===== src/rtl/mcast_pkg.sv =====
// Shared types and constants for the XY multicast bus controller.
package mcast_pkg;

  localparam int unsigned DATA_WIDTH = 16;
  localparam int unsigned TAG_WIDTH  = 4;
  localparam int unsigned DROP_W     = 16;

  typedef enum logic [1:0] {
    IDLE,
    LOAD,
    DELIVER
  } state_t;

  typedef logic [TAG_WIDTH-1:0] id_t;

  typedef struct packed {
    logic [DATA_WIDTH-1:0] data;
    id_t                   row_tag;
    id_t                   col_tag;
  } packet_t;

  // Increment that sticks at all-ones instead of wrapping.
  function automatic logic [DROP_W-1:0] sat_inc(input logic [DROP_W-1:0] v);
    return (v == '1) ? v : v + DROP_W'(1);
  endfunction

endpackage


===== src/rtl/mcast_fifo.sv =====
// Synchronous packet FIFO with occupancy count and synchronous flush.
module mcast_fifo
  import mcast_pkg::*;
#(
  parameter  int unsigned DEPTH = 4,
  localparam int unsigned PTR_W = (DEPTH > 1) ? $clog2(DEPTH) : 1,
  localparam int unsigned CNT_W = $clog2(DEPTH + 1)
) (
  input  logic             clk,
  input  logic             rst,
  input  logic             i_flush,
  input  logic             i_push,
  input  logic             i_pop,
  input  packet_t          i_data,
  output packet_t          o_head_c,
  output logic [CNT_W-1:0] o_count
);

  packet_t          r_mem [DEPTH];
  logic [PTR_W-1:0] r_wr_ptr;
  logic [PTR_W-1:0] r_rd_ptr;
  logic [CNT_W-1:0] r_count;
  logic             w_do_push;
  logic             w_do_pop;

  assign w_do_pop  = i_pop && (r_count != '0);
  assign w_do_push = i_push && ((r_count != CNT_W'(DEPTH)) || w_do_pop);

  // Pointers wrap naturally because DEPTH is a power of two.
  always_ff @(posedge clk or posedge rst) begin
    if (rst) begin
      r_wr_ptr <= '0;
      r_rd_ptr <= '0;
      r_count  <= '0;
    end else if (i_flush) begin
      r_wr_ptr <= '0;
      r_rd_ptr <= '0;
      r_count  <= '0;
    end else begin
      if (w_do_push) r_wr_ptr <= r_wr_ptr + PTR_W'(1);
      if (w_do_pop)  r_rd_ptr <= r_rd_ptr + PTR_W'(1);
      if (w_do_push && !w_do_pop)      r_count <= r_count + CNT_W'(1);
      else if (!w_do_push && w_do_pop) r_count <= r_count - CNT_W'(1);
    end
  end

  always_ff @(posedge clk) begin
    if (w_do_push && !i_flush) r_mem[r_wr_ptr] <= i_data;
  end

  assign o_head_c = r_mem[r_rd_ptr];
  assign o_count  = r_count;

endmodule


===== src/rtl/xy_multicast_bus_ctrl.sv =====
// Multicast controller: buffers tagged packets and delivers each one to every PE
// whose row X_ID and per-PE Y_ID match, retiring it once all targets accepted.
module xy_multicast_bus_ctrl
  import mcast_pkg::*;
#(
  parameter  int unsigned NUM_ROW    = 3,
  parameter  int unsigned NUM_COL    = 3,
  parameter  int unsigned FIFO_DEPTH = 4,
  localparam int unsigned NUM_PE     = NUM_ROW * NUM_COL,
  localparam int unsigned ADDR_W     = (NUM_PE > 1) ? $clog2(NUM_PE) : 1,
  localparam int unsigned CNT_W      = $clog2(FIFO_DEPTH + 1)
) (
  input  logic                  clk,
  input  logic                  rst,
  input  logic                  flush,
  input  logic                  cfg_we,
  input  logic                  cfg_is_row,
  input  logic [ADDR_W-1:0]     cfg_addr,
  input  logic [TAG_WIDTH-1:0]  cfg_id,
  output logic                  cfg_err,
  input  logic                  s_valid,
  output logic                  s_ready,
  input  logic [DATA_WIDTH-1:0] s_data,
  input  logic [TAG_WIDTH-1:0]  s_row_tag,
  input  logic [TAG_WIDTH-1:0]  s_col_tag,
  output logic [NUM_PE-1:0]     pe_valid,
  input  logic [NUM_PE-1:0]     pe_ready,
  output logic [DATA_WIDTH-1:0] pe_data,
  output logic                  busy,
  output logic [DROP_W-1:0]     drop_cnt
);

  state_t                r_state;
  state_t                w_state_next;
  logic [NUM_PE-1:0]     r_pending;
  logic [NUM_PE-1:0]     w_pending_next;
  logic [NUM_PE-1:0]     w_mask;
  logic [DATA_WIDTH-1:0] r_pe_data;
  logic [DROP_W-1:0]     r_drop_cnt;
  logic                  r_cfg_err;
  logic                  r_s_ready;
  logic                  r_busy;
  id_t                   r_x_id [NUM_ROW];
  id_t                   r_y_id [NUM_PE];

  logic                  w_push;
  logic                  w_pop;
  logic                  w_load;
  logic                  w_drop;
  logic                  w_fifo_nempty;
  logic [CNT_W-1:0]      w_count;
  logic [CNT_W-1:0]      w_count_next;
  packet_t               w_in_pkt;
  packet_t               w_head;
  logic                  w_cfg_idle;
  logic                  w_addr_ok;
  logic                  w_cfg_ok;

  assign w_push        = s_valid && r_s_ready && !flush;
  assign w_fifo_nempty = (w_count != '0);
  assign w_in_pkt      = '{data: s_data, row_tag: s_row_tag, col_tag: s_col_tag};

  mcast_fifo #(
    .DEPTH (FIFO_DEPTH)
  ) u_fifo (
    .clk      (clk),
    .rst      (rst),
    .i_flush  (flush),
    .i_push   (w_push),
    .i_pop    (w_pop),
    .i_data   (w_in_pkt),
    .o_head_c (w_head),
    .o_count  (w_count)
  );

  // Target mask of the head packet against the current ID tables.
  always_comb begin
    w_mask = '0;
    for (int unsigned r = 0; r < NUM_ROW; r++) begin
      for (int unsigned c = 0; c < NUM_COL; c++) begin
        w_mask[r*NUM_COL+c] = (r_x_id[r] == w_head.row_tag) &&
                              (r_y_id[r*NUM_COL+c] == w_head.col_tag);
      end
    end
  end

  always_ff @(posedge clk or posedge rst) begin
    if (rst) r_state <= IDLE;
    else     r_state <= w_state_next;
  end

  // An incoming push counts as available work so a fresh packet loads the next cycle.
  always_comb begin
    w_state_next   = r_state;
    w_pending_next = r_pending;
    w_pop          = 1'b0;
    w_load         = 1'b0;
    w_drop         = 1'b0;
    case (r_state)
      IDLE: begin
        if (w_fifo_nempty || w_push) w_state_next = LOAD;
      end
      LOAD: begin
        w_pop          = 1'b1;
        w_load         = 1'b1;
        w_pending_next = w_mask;
        if (w_mask == '0) begin
          w_drop       = 1'b1;
          w_state_next = ((w_count > CNT_W'(1)) || w_push) ? LOAD : IDLE;
        end else begin
          w_state_next = DELIVER;
        end
      end
      DELIVER: begin
        w_pending_next = r_pending & ~pe_ready;
        if (w_pending_next == '0) begin
          w_state_next = (w_fifo_nempty || w_push) ? LOAD : IDLE;
        end
      end
      default: w_state_next = IDLE;
    endcase
    if (flush) begin
      w_state_next   = IDLE;
      w_pending_next = '0;
      w_pop          = 1'b0;
      w_load         = 1'b0;
      w_drop         = 1'b0;
    end
  end

  always_comb begin
    w_count_next = w_count;
    if (flush)                w_count_next = '0;
    else if (w_push && !w_pop) w_count_next = w_count + CNT_W'(1);
    else if (!w_push && w_pop) w_count_next = w_count - CNT_W'(1);
  end

  assign w_cfg_idle = (r_state == IDLE) && !w_fifo_nempty;
  assign w_addr_ok  = cfg_is_row ? ({1'b0, cfg_addr} < (ADDR_W+1)'(NUM_ROW))
                                 : ({1'b0, cfg_addr} < (ADDR_W+1)'(NUM_PE));
  assign w_cfg_ok   = cfg_we && w_cfg_idle && w_addr_ok;

  // Pending mask only ever holds bits while delivering, so it drives pe_valid directly.
  always_ff @(posedge clk or posedge rst) begin
    if (rst) begin
      r_pending  <= '0;
      r_pe_data  <= '0;
      r_drop_cnt <= '0;
      r_cfg_err  <= 1'b0;
      r_s_ready  <= 1'b1;
      r_busy     <= 1'b0;
    end else begin
      r_pending <= w_pending_next;
      if (w_load) r_pe_data  <= w_head.data;
      if (w_drop) r_drop_cnt <= sat_inc(r_drop_cnt);
      r_cfg_err <= cfg_we && !(w_cfg_idle && w_addr_ok);
      r_s_ready <= (w_count_next != CNT_W'(FIFO_DEPTH));
      r_busy    <= (w_count_next != '0) || (w_state_next != IDLE);
    end
  end

  always_ff @(posedge clk or posedge rst) begin
    if (rst) begin
      for (int unsigned r = 0; r < NUM_ROW; r++) begin
        r_x_id[r] <= TAG_WIDTH'(r);
        for (int unsigned c = 0; c < NUM_COL; c++) begin
          r_y_id[r*NUM_COL+c] <= TAG_WIDTH'(c);
        end
      end
    end else begin
      for (int unsigned r = 0; r < NUM_ROW; r++) begin
        if (w_cfg_ok && cfg_is_row && (cfg_addr == ADDR_W'(r))) r_x_id[r] <= cfg_id;
      end
      for (int unsigned i = 0; i < NUM_PE; i++) begin
        if (w_cfg_ok && !cfg_is_row && (cfg_addr == ADDR_W'(i))) r_y_id[i] <= cfg_id;
      end
    end
  end

  assign pe_valid = r_pending;
  assign pe_data  = r_pe_data;
  assign drop_cnt = r_drop_cnt;
  assign cfg_err  = r_cfg_err;
  assign s_ready  = r_s_ready;
  assign busy     = r_busy;

endmodule


===== config.mk =====
export PLATFORM = sky130hd
export DESIGN_NAME = xy_multicast_bus_ctrl
export DESIGN_NICKNAME = d
export VERILOG_FILES = /design/src/rtl/mcast_pkg.sv /design/src/rtl/mcast_fifo.sv /design/src/rtl/xy_multicast_bus_ctrl.sv
export SDC_FILE = /design/constraint.sdc
export NUM_CORES = 1
export LEC_CHECK = 0
export CORE_MARGIN = 4
export CORE_UTILIZATION = 61
export CTS_CLUSTER_DIAMETER = 80
export DETAILED_ROUTE_END_ITERATION = 8
export PLACE_DENSITY = 0.88
export SYNTH_ARGS = -nofsm -noshare
export SYNTH_HDL_FRONTEND = slang
export SYNTH_SLANG_ARGS = --single-unit

===== constraint.sdc =====
create_clock -name clk -period 7.1 [get_ports clk]
set_input_delay 1.775 -clock clk [delete_from_list [all_inputs] [get_ports clk]]
set_output_delay 1.775 -clock clk [all_outputs]
set_load 0.02 [all_outputs]

==> qor.log <==
INFO  timing         relSlewSlack=18.1%
INFO  setup_path     cp.buffers_inverters=1
INFO  clock_network  post-cts-setup-buffers=0
INFO  clock_network  number_of_sinks_handled_by_clock_tree_synthesis=197
INFO  finish         fraction_of_final_layout_cells_sized_beyond_drive_strength_1=19.9%
INFO  yosys          synth_enable_flop_cells=96
INFO  setup_path     worstPathRequired=7.15ns
INFO  detailed_routing drt_first_pass_iters=4
INFO  clock_network  cts-hold-fix-buffers=0
INFO  pwr            p_clk_share=28.0%
INFO  clock_network  ctsResizeCount=0
INFO  setup_path     worstSetupPathType=primary input to flip-flop
INFO  detailed_routing vias=5162
INFO  yosys          synth.top_cells.by_area=sky130_fd_sc_hd__edfxtp_1 33%, sky130_fd_sc_hd__dfrtp_1 27%, sky130_fd_sc_hd__mux2_2 7.4%
INFO  timing         setup_viol_count_final=0
INFO  timing         timing_hold_violations_final=0
INFO  floorplanning  io_pins=91
INFO  setup_path     category_of_cells_accounting_for_the_largest_share_of_critical_path_delay=simple AND/OR/NAND/NOR gates
INFO  yosys          post_synth.cell_area_avg=14.9um^2
INFO  timing         fmax=212MHz
INFO  finish         design.final.nets=727
INFO  global_routing globalRouteMet3Util=5.85%
INFO  yosys          main_flop_type_after_synthesis=sky130_fd_sc_hd__edfxtp_1
INFO  global_routing grt.met2_usage=38.7%
INFO  global_routing antenna_found_initial=0
INFO  global_routing grt_start_max_net_pins=92
INFO  global_routing wire_length_of_the_first_global_routing_pass=28.6mm
INFO  setup_path     slack_of_the_worst_reg_to_reg_path=3.57ns
INFO  timing         final.min_clock_period=4.72ns
INFO  pwr            switching_power=1040uW
INFO  placement      port_buffers=90
INFO  global_routing global_route.peak_usage_layer=met2
INFO  timing         fin_crit_sh=66.5%
INFO  clock_network  cts_root_buffer=sky130_fd_sc_hd__clkbuf_16
INFO  setup_path     max_stage_delay=1.07ns
INFO  yosys          synth.yosys.warnings=0
INFO  run_status     status=finished clean
INFO  yosys          synth-seq-area-share=62.4%
INFO  placement      inst_count_dp=833
INFO  finish         area_growth_syn_to_layout=18.2%
INFO  floorplanning  floorplan.initialDensity=62.3%
INFO  timing         final_setup_tns=0ns
INFO  finish         num-fill-cells=794
INFO  setup_path     crit_path_max_fanout=25
INFO  setup_path     critical_path.startpoint_type=primary input
INFO  yosys          ys_seq_elements=197
INFO  global_routing grt_util_met1=28.3%
INFO  detailed_routing wl_per_cell=20.8um
INFO  floorplanning  core=0.0139mm^2
INFO  setup_path     critical_path.cell_chain=clkdlybuf4s50_1, a311oi_1, and2_1
INFO  floorplanning  fp.dieW=127um
INFO  placement      place_congestion=0.863
INFO  detailed_routing drc=0
INFO  min_path       holdCritPathClass=flip-flop to flip-flop
INFO  detailed_routing drt_wl_total=18.0mm
INFO  yosys          count_leader_synth=sky130_fd_sc_hd__edfxtp_1
INFO  pwr            cellInternalPower=2260uW
INFO  clock_network  cts-root-to-sink-buffers=2
INFO  yosys          postSynth.asyncResetShare=51.3%
INFO  global_routing globalRouteTotalUtil=23.0%
INFO  yosys          synthesis.instances=582
INFO  detailed_routing postRouteAntennaNets=0
INFO  setup_path     critical_path.endpoint_type=flip-flop
INFO  yosys          synthDominantAreaCellType=sky130_fd_sc_hd__edfxtp_1
INFO  clock_network  ctsHtreeMaxLevel=4
INFO  floorplanning  fp.dieH=127um
INFO  setup_path     arrival=4.78ns
INFO  global_routing globalRoute.totalOverflow=0
INFO  yosys          syn_std_cell_area=0.00868mm^2
INFO  job            cap_viol_max_count=0
INFO  clock_network  cts_made_buffers=17
INFO  yosys          synth.lib_cells_used.distinct=54
INFO  yosys          synthesis.nets=637
INFO  floorplanning  dieArea=0.0162mm^2
INFO  setup_path     cp_max_stage_cell=sky130_fd_sc_hd__and2_1
INFO  timing         rsz0062_at_grt=no
INFO  floorplanning  placement_rows=43
INFO  finish         instances_no_fill=865
INFO  pwr            irDropWorstVdd=244uV
INFO  detailed_routing detail_route.iter0.violations=373
INFO  clock_network  tritoncts=yes
INFO  pwr            switching_share=31.5%
INFO  timing         worst_clock_skew=0.0108ns
INFO  pwr            p_leak=0.00389uW
INFO  timing         tightestPinTransition=1.23ns
INFO  yosys          post-synth-top-area-fraction=33.2%
INFO  timing         slew_violations=0
INFO  detailed_routing vias_per_cell=5.97
INFO  clock_network  clkSlewWorstSetupHoldPaths=0.07ns
INFO  finish         antenna-diode-count=0
INFO  yosys          ys_top_cells_by_count=96 x sky130_fd_sc_hd__edfxtp_1, 92 x sky130_fd_sc_hd__dfrtp_1, 57 x sky130_fd_sc_hd__mux2_2, 52 x sky130_fd_sc_hd__xnor2_1, 32 x sky130_fd_sc_hd__nor2_1
INFO  clock_network  worstSkewPairLatency=0.44ns
INFO  pwr            p_per_area=321mW/mm^2
INFO  placement      dpl.hpwl=11.6mm
INFO  pwr            share_comb_of_total_power=26.9%
INFO  global_routing via_count_of_the_first_global_routing_pass=5493
INFO  pwr            power.share.sequential=45.1%
## metrics by stage
stage / power [uW] / setup slack [ns] / utilization (%) / area [um^2] / hold slack [ns]
after floorplan: 2070 / 2.69 / - / 8680 / 0.480
after detailed placement: 2380 / 1.94 / 69.6 / 9700 / 0.486
after global placement: 2340 / 2.10 / 69.6 / 9700 / 0.479
after global routing: 3440 / 2.13 / 73.6 / 10300 / 0.512
final: 3300 / 2.38 / 73.6 / 10300 / 0.495
after CTS: 3310 / 2.35 / 73.6 / 10300 / 0.496
## layout by cell type, fill, tap and decap left out, types with 8 or more instances in the layout
cell type                         synthesis  layout
sky130_fd_sc_hd__clkdlybuf4s50_1          0      90
sky130_fd_sc_hd__o21ai_0                  8       8
sky130_fd_sc_hd__a21oi_1                 14      14
sky130_fd_sc_hd__nand2_1                 26      26
sky130_fd_sc_hd__mux2_1                   9       9
sky130_fd_sc_hd__nand3_1                 10      10
sky130_fd_sc_hd__dfstp_2                  9       9
sky130_fd_sc_hd__clkbuf_16                0      17
sky130_fd_sc_hd__nor2_1                  32      31
sky130_fd_sc_hd__nor3_1                  10      10
sky130_fd_sc_hd__edfxtp_1                96      96
sky130_fd_sc_hd__xor2_1                  14      14
sky130_fd_sc_hd__mux4_1                  10      10
sky130_fd_sc_hd__dfrtp_1                 92      92
sky130_fd_sc_hd__nand4_1                 13      13
sky130_fd_sc_hd__mux2_2                  57      57
sky130_fd_sc_hd__inv_1                   19      18
sky130_fd_sc_hd__mux4_2                  14      14
sky130_fd_sc_hd__xnor2_1                 52      52
sky130_fd_sc_hd__ha_1                     8       8
## final cells by class
| type | count | area (um^2) | area share (%) |
|---|---|---|---|
| clock inverters | 14 | 131 | 1.28 |
| repair buffers | 95 | 938 | 9.15 |
| well taps | 180 | 225 | 2.19 |
| clock buffers | 18 | 429 | 4.18 |
| inverters | 19 | 73.8 | 0.719 |
| flip-flops and latches | 197 | 5420 | 52.8 |
| multi-input cells | 342 | 3040 | 29.6 |
## logic make-up (layout without fill, tap and decap cells)
group | count (synthesis) | count (layout) | share of synthesized area (%)
muxes | 90 | 90 | 15.2
AOI/OAI and AO/OA | 46 | 46 | 3.39
DFF | 197 | 197 | 62.4
buffers and inverters | 43 | 146 | 2.58
xor gates and xnor gates | 67 | 67 | 6.84
and+or+nand+nor | 131 | 131 | 8.40
adders and majority gates | 8 | 8 | 1.15
## state kept, by name (all words and copies together) (netlist names)
register / cells
u_fifo.r_mem: 96
r_y_id: 36
drop_cnt: 16
pe_data: 16
r_x_id: 12
pe_valid: 9
u_fifo.o_count: 3
r_state: 2
u_fifo.r_rd_ptr: 2
u_fifo.r_wr_ptr: 2
busy: 1
cfg_err: 1
s_ready: 1
## path summary, 6_finish.rpt
check                                    from            endpoint  cells after the start
min in group asynchronous                 rst          pe_data[6]                      2
max                                     flush  u_fifo.r_mem[2][1]                      3
max in group asynchronous                 rst           r_x_id[0]                      3
min reg2reg                      drop_cnt[14]        drop_cnt[14]                      1
max reg2reg                u_fifo.r_rd_ptr[1]        drop_cnt[13]                      8
min                              drop_cnt[14]        drop_cnt[14]                      1
## power groups by stage
stage	Combinational, uW	Sequential [uW]	Clock, uW
after floorplan	500	1570	0
after global placement	847	1490	0
after global routing	952	1500	980
final	888	1490	922
after detailed placement	877	1510	0
after CTS	892	1490	935
## routing by layer
metal	vias to the layer above	routed length, um
li1	2325	-
met1	2641	7110
met2	154	9440
met3	42	969
met4	0	508
met5	-	0
(Power assumes the default switching activity.)
==> edit 1 (config.mk and constraints unchanged) <==
Re-encode `state_t` (3 states) as one-hot, 3 bits wide.
--- a/src/rtl/mcast_pkg.sv
+++ b/src/rtl/mcast_pkg.sv
@@ -5,10 +5,10 @@
   localparam int unsigned TAG_WIDTH  = 4;
   localparam int unsigned DROP_W     = 16;
 
-  typedef enum logic [1:0] {
-    IDLE,
-    LOAD,
-    DELIVER
+  typedef enum logic [2:0] {
+    IDLE    = 3'b001,
+    LOAD    = 3'b010,
+    DELIVER = 3'b100
   } state_t;
 
   typedef logic [TAG_WIDTH-1:0] id_t;
Function: no difference found for any inputs over 4 cycles, from zero or initial values and one cycle with rst high; so few cycles prove little.
==> edit 1 against the unedited design <==
Setup slack better by 0.27 ns. Design area is 2.0% higher. Sequential power hardly changed. Total power is 2.9% lower. Final cell count is 1.7% higher. Core utilization is 0.64 points higher. Sequential cell count is 1 higher. Synthesized cell count is 3.4% higher. Die area is 2.6% higher. Register-to-register slack worse by 0.06 ns. Synthesized area is 2.8% higher. Hold slack hardly changed. Routed wire length is 1.5% higher. Critical path type unchanged. Critical endpoint is now drop_cnt[15]. Largest cell class unchanged.
==> edit 1: results (changes against the unedited design) <==
crit-path leading delay family compound AO/OA/AOI/OAI gates; worst hold slack 0.494 ns (-0.000294 ns); layout cells sized above 1 20.3% (+0.43 points); Critical-path top delay cell a31oi_1; DR vias 5319 (+3.0%); wire length on met1 7490 µm (+5.4%); vias in the first global route 5763 (+4.9%); Comb. pwr 786 µW (-11%); crit path max fanout 27 (+8.0%); Total GRT Usage 23.0% (+0.048 points); Cells after DPL 848 (+1.8%); DR WL met3 973 µm (+0.41%); post-synthesis compound-gate area fraction 3.36% (-0.022 points); drt wl/cell 20.8 µm (-0.23%); sequential share of the synthesized area 61.0% (-1.4 points); post-synthesis adder-cell area fraction 1.26% (+0.11 points); Async S/R FF share, synth 51.5% (+0.25 points); Unique masters post-synth 62 (+15%); Synth area leaders edfxtp_1 (32%), dfrtp_1 (26%), mux2_2 (7.6%), xnor2_1 (6.7%), mux4_2 (3.3%); CP endpoint drop_cnt[15]; power density over cell area 306 nW/µm² (-4.8%); RR Endpoint drop_cnt[1]; mux contribution to synthesized area 14.9% (-0.35 points); VDD IR max 0.205 mV (-16%); most common library cells after synthesis edfxtp_1 (96), dfrtp_1 (92), xnor2_1 (68); placed cell areas 9900 µm² (+2.1%); RePlAce Congestion 0.837 (-3.1%); initial DRC count 425 (+14%); min setup slack post-route 2.64 ns (+0.268 ns); met3 usage 5.06% (-0.79 points); FF-to-FF path depth 7 (-1); metal2 WL 9330 µm (-1.2%); status finished, final reports clean; largest net degree at the start of global routing 67 (-27%); P_int 2.25 mW (-0.33%); Post-Place Setup Slack 2.24 ns (+0.308 ns); Leak 4.08 nW (+4.8%); Pre-Repair DR Iteration Count 5 (+1); Slew @ Worst Pin 1.31 ns (+0.0844 ns)
-- edit 1: cell types whose count changed after synthesis, moves of 5 or more --
| cell | before | now |
|---|---|---|
| nor3_2 | 7 | 1 |
| nand2_1 | 26 | 19 |
| xnor2_1 | 52 | 68 |
| inv_1 | 19 | 10 |
| nand4_2 | 2 | 8 |
| and3_1 | 3 | 11 |
| mux2_1 | 9 | 4 |
| a31oi_1 | 0 | 6 |
| xor2_1 | 14 | 2 |
| nand3_2 | 0 | 5 |
| nand2b_1 | 4 | 11 |
-- edit 1: layout make-up --
cell class	count	area, µm²
tap	180	225
inverter	10	40.0
clock inverter	14	141
timing repair buffer	94	931
multi-input combinational	366	3260
clock buffer	18	429
fill	861	3630
sequential	198	5450
-- edit 1: logic make-up after synthesis --
logic type	count (synthesis)
DFF	198
and+or+nand+nor	151
muxes	90
xor gates and xnor gates	70
AOI/OAI and AO/OA	46
buffers and inverters	38
adders and majority gates	9
==> edit 2 (same settings) <==
Without the edit above. The package constant `TAG_WIDTH` goes from 4 to 3.
--- a/src/rtl/mcast_pkg.sv
+++ b/src/rtl/mcast_pkg.sv
@@ -2,7 +2,7 @@
 package mcast_pkg;
 
   localparam int unsigned DATA_WIDTH = 16;
-  localparam int unsigned TAG_WIDTH  = 4;
+  localparam int unsigned TAG_WIDTH  = 3;
   localparam int unsigned DROP_W     = 16;
 
   typedef enum logic [1:0] {
Interface: changed (resized cfg_id, s_col_tag and s_row_tag); port bits go from 91 to 88. The function was not compared with the original's and may differ.
==> edit 2 against the unedited design <==
Total power down 5.6%. Via count down 10%. Synthesized area down 9.7%. Sequential cell count down 20. First-iteration DRC count up 4.8%. Final cell count down 7.5%. Register-to-register slack better by 0.19 ns. Routed wire length down 13%. Design area down 8.3%. Clock skew down 0.0039 ns. Setup slack better by 0.032 ns. Critical path depth up 3. Critical endpoint is now drop_cnt[1].
==> edit 2: results (changes against the unedited design) <==
status finished, final reports clean; top flop regs u_fifo.r_mem: 88 flops, r_y_id: 27 flops; Cells after DPL 768 (-7.8%); R2R Setup Slk 3.76 ns (+0.19 ns); fin area 9410 µm² (-8.3%); Arr. time, crit path 5.00 ns (+0.22 ns); CP endpoint drop_cnt[1]; DR vias 4629 (-10%); Post-Syn Nets 579 (-9.1%); Net Sw Frac 29.4% (-2.1 points); worst hold endpoint pe_data[2]; Avg Cell Area, Syn 14.9 µm² (-0.22%); initial DRC count 391 (+4.8%); RePlAce Congestion 0.820 (-5.0%); slowest stage delay, CP 1.04 ns (-0.03 ns); non-filler cells in the finished layout 800 (-7.5%); VDD IR max 0.202 mV (-17%); first-pass GRT wire length 25300 µm (-11%); Leak 3.52 nW (-9.5%); Post-Route Skew 0.00686 ns (-0.00390 ns); drt wl/cell 19.5 µm (-6.3%); Critical-path top delay cell nor2_2; layout cells sized above 1 19.9% (+0.050 points); Total GRT Usage 22.6% (-0.41 points); Slew @ Worst Pin 1.21 ns (-0.0139 ns); hold_sp pe_data[2]; Unique masters post-synth 57 (+5.6%); Flop+latch power 1.33 mW (-11%); Post-Place Setup Slack 2.01 ns (+0.0781 ns); Post-synth EDFFs 88 (-8.3%); sequential share of the synthesized area 62.2% (-0.22 points); crit path max fanout 26 (+4.0%); Pre-Repair DR Iteration Count 5 (+1); placed cell areas 8820 µm² (-9.1%); Skew-Pair Late Insertion Delay 0.42 ns (-0.02 ns); hpwl dp 10300 µm (-11%); worst hold slack 0.510 ns (+0.0152 ns); # port buffers 87 (-3.3%); largest net degree at the start of global routing 90 (-2.2%); most common library cells after synthesis edfxtp_1 (88), dfrtp_1 (80), mux2_2 (52), xnor2_1 (52), nor2_1 (26); Filler Cell Count 793 (-0.13%); Period minus WS final 4.69 ns (-0.0325 ns)
edit 2: kinds of logic (layout without fill, tap and decap cells):
| logic type | after synthesis | after routing | share of synthesized area [%] |
|---|---|---|---|
| flops | 177 | 177 | 62.2 |
| simple gates | 126 | 126 | 8.83 |
| mux | 75 | 75 | 14.4 |
| xor+xnor | 56 | 56 | 6.35 |
| compound gates | 50 | 50 | 4.59 |
| buf+inv | 35 | 136 | 2.39 |
| fa+ha+maj | 8 | 8 | 1.28 |
edit 2: layout make-up:
class                   instances  area share [%]
clock buffers                  19            4.60
clock inverters                13            1.68
inverters                      15           0.612
multi-input cells             315            29.5
flip-flops and latches        177            51.9
well taps                     172            2.29
repair buffers                 89            9.42
edit 2: routing by layer:
metal	routed length (µm)	track usage (%)	up-vias
li1	-	-	2129
met4	195	6.72	0
met1	6420	28.9	2336
met2	8160	38.8	149
met5	0	0	-
met3	831	5.13	15
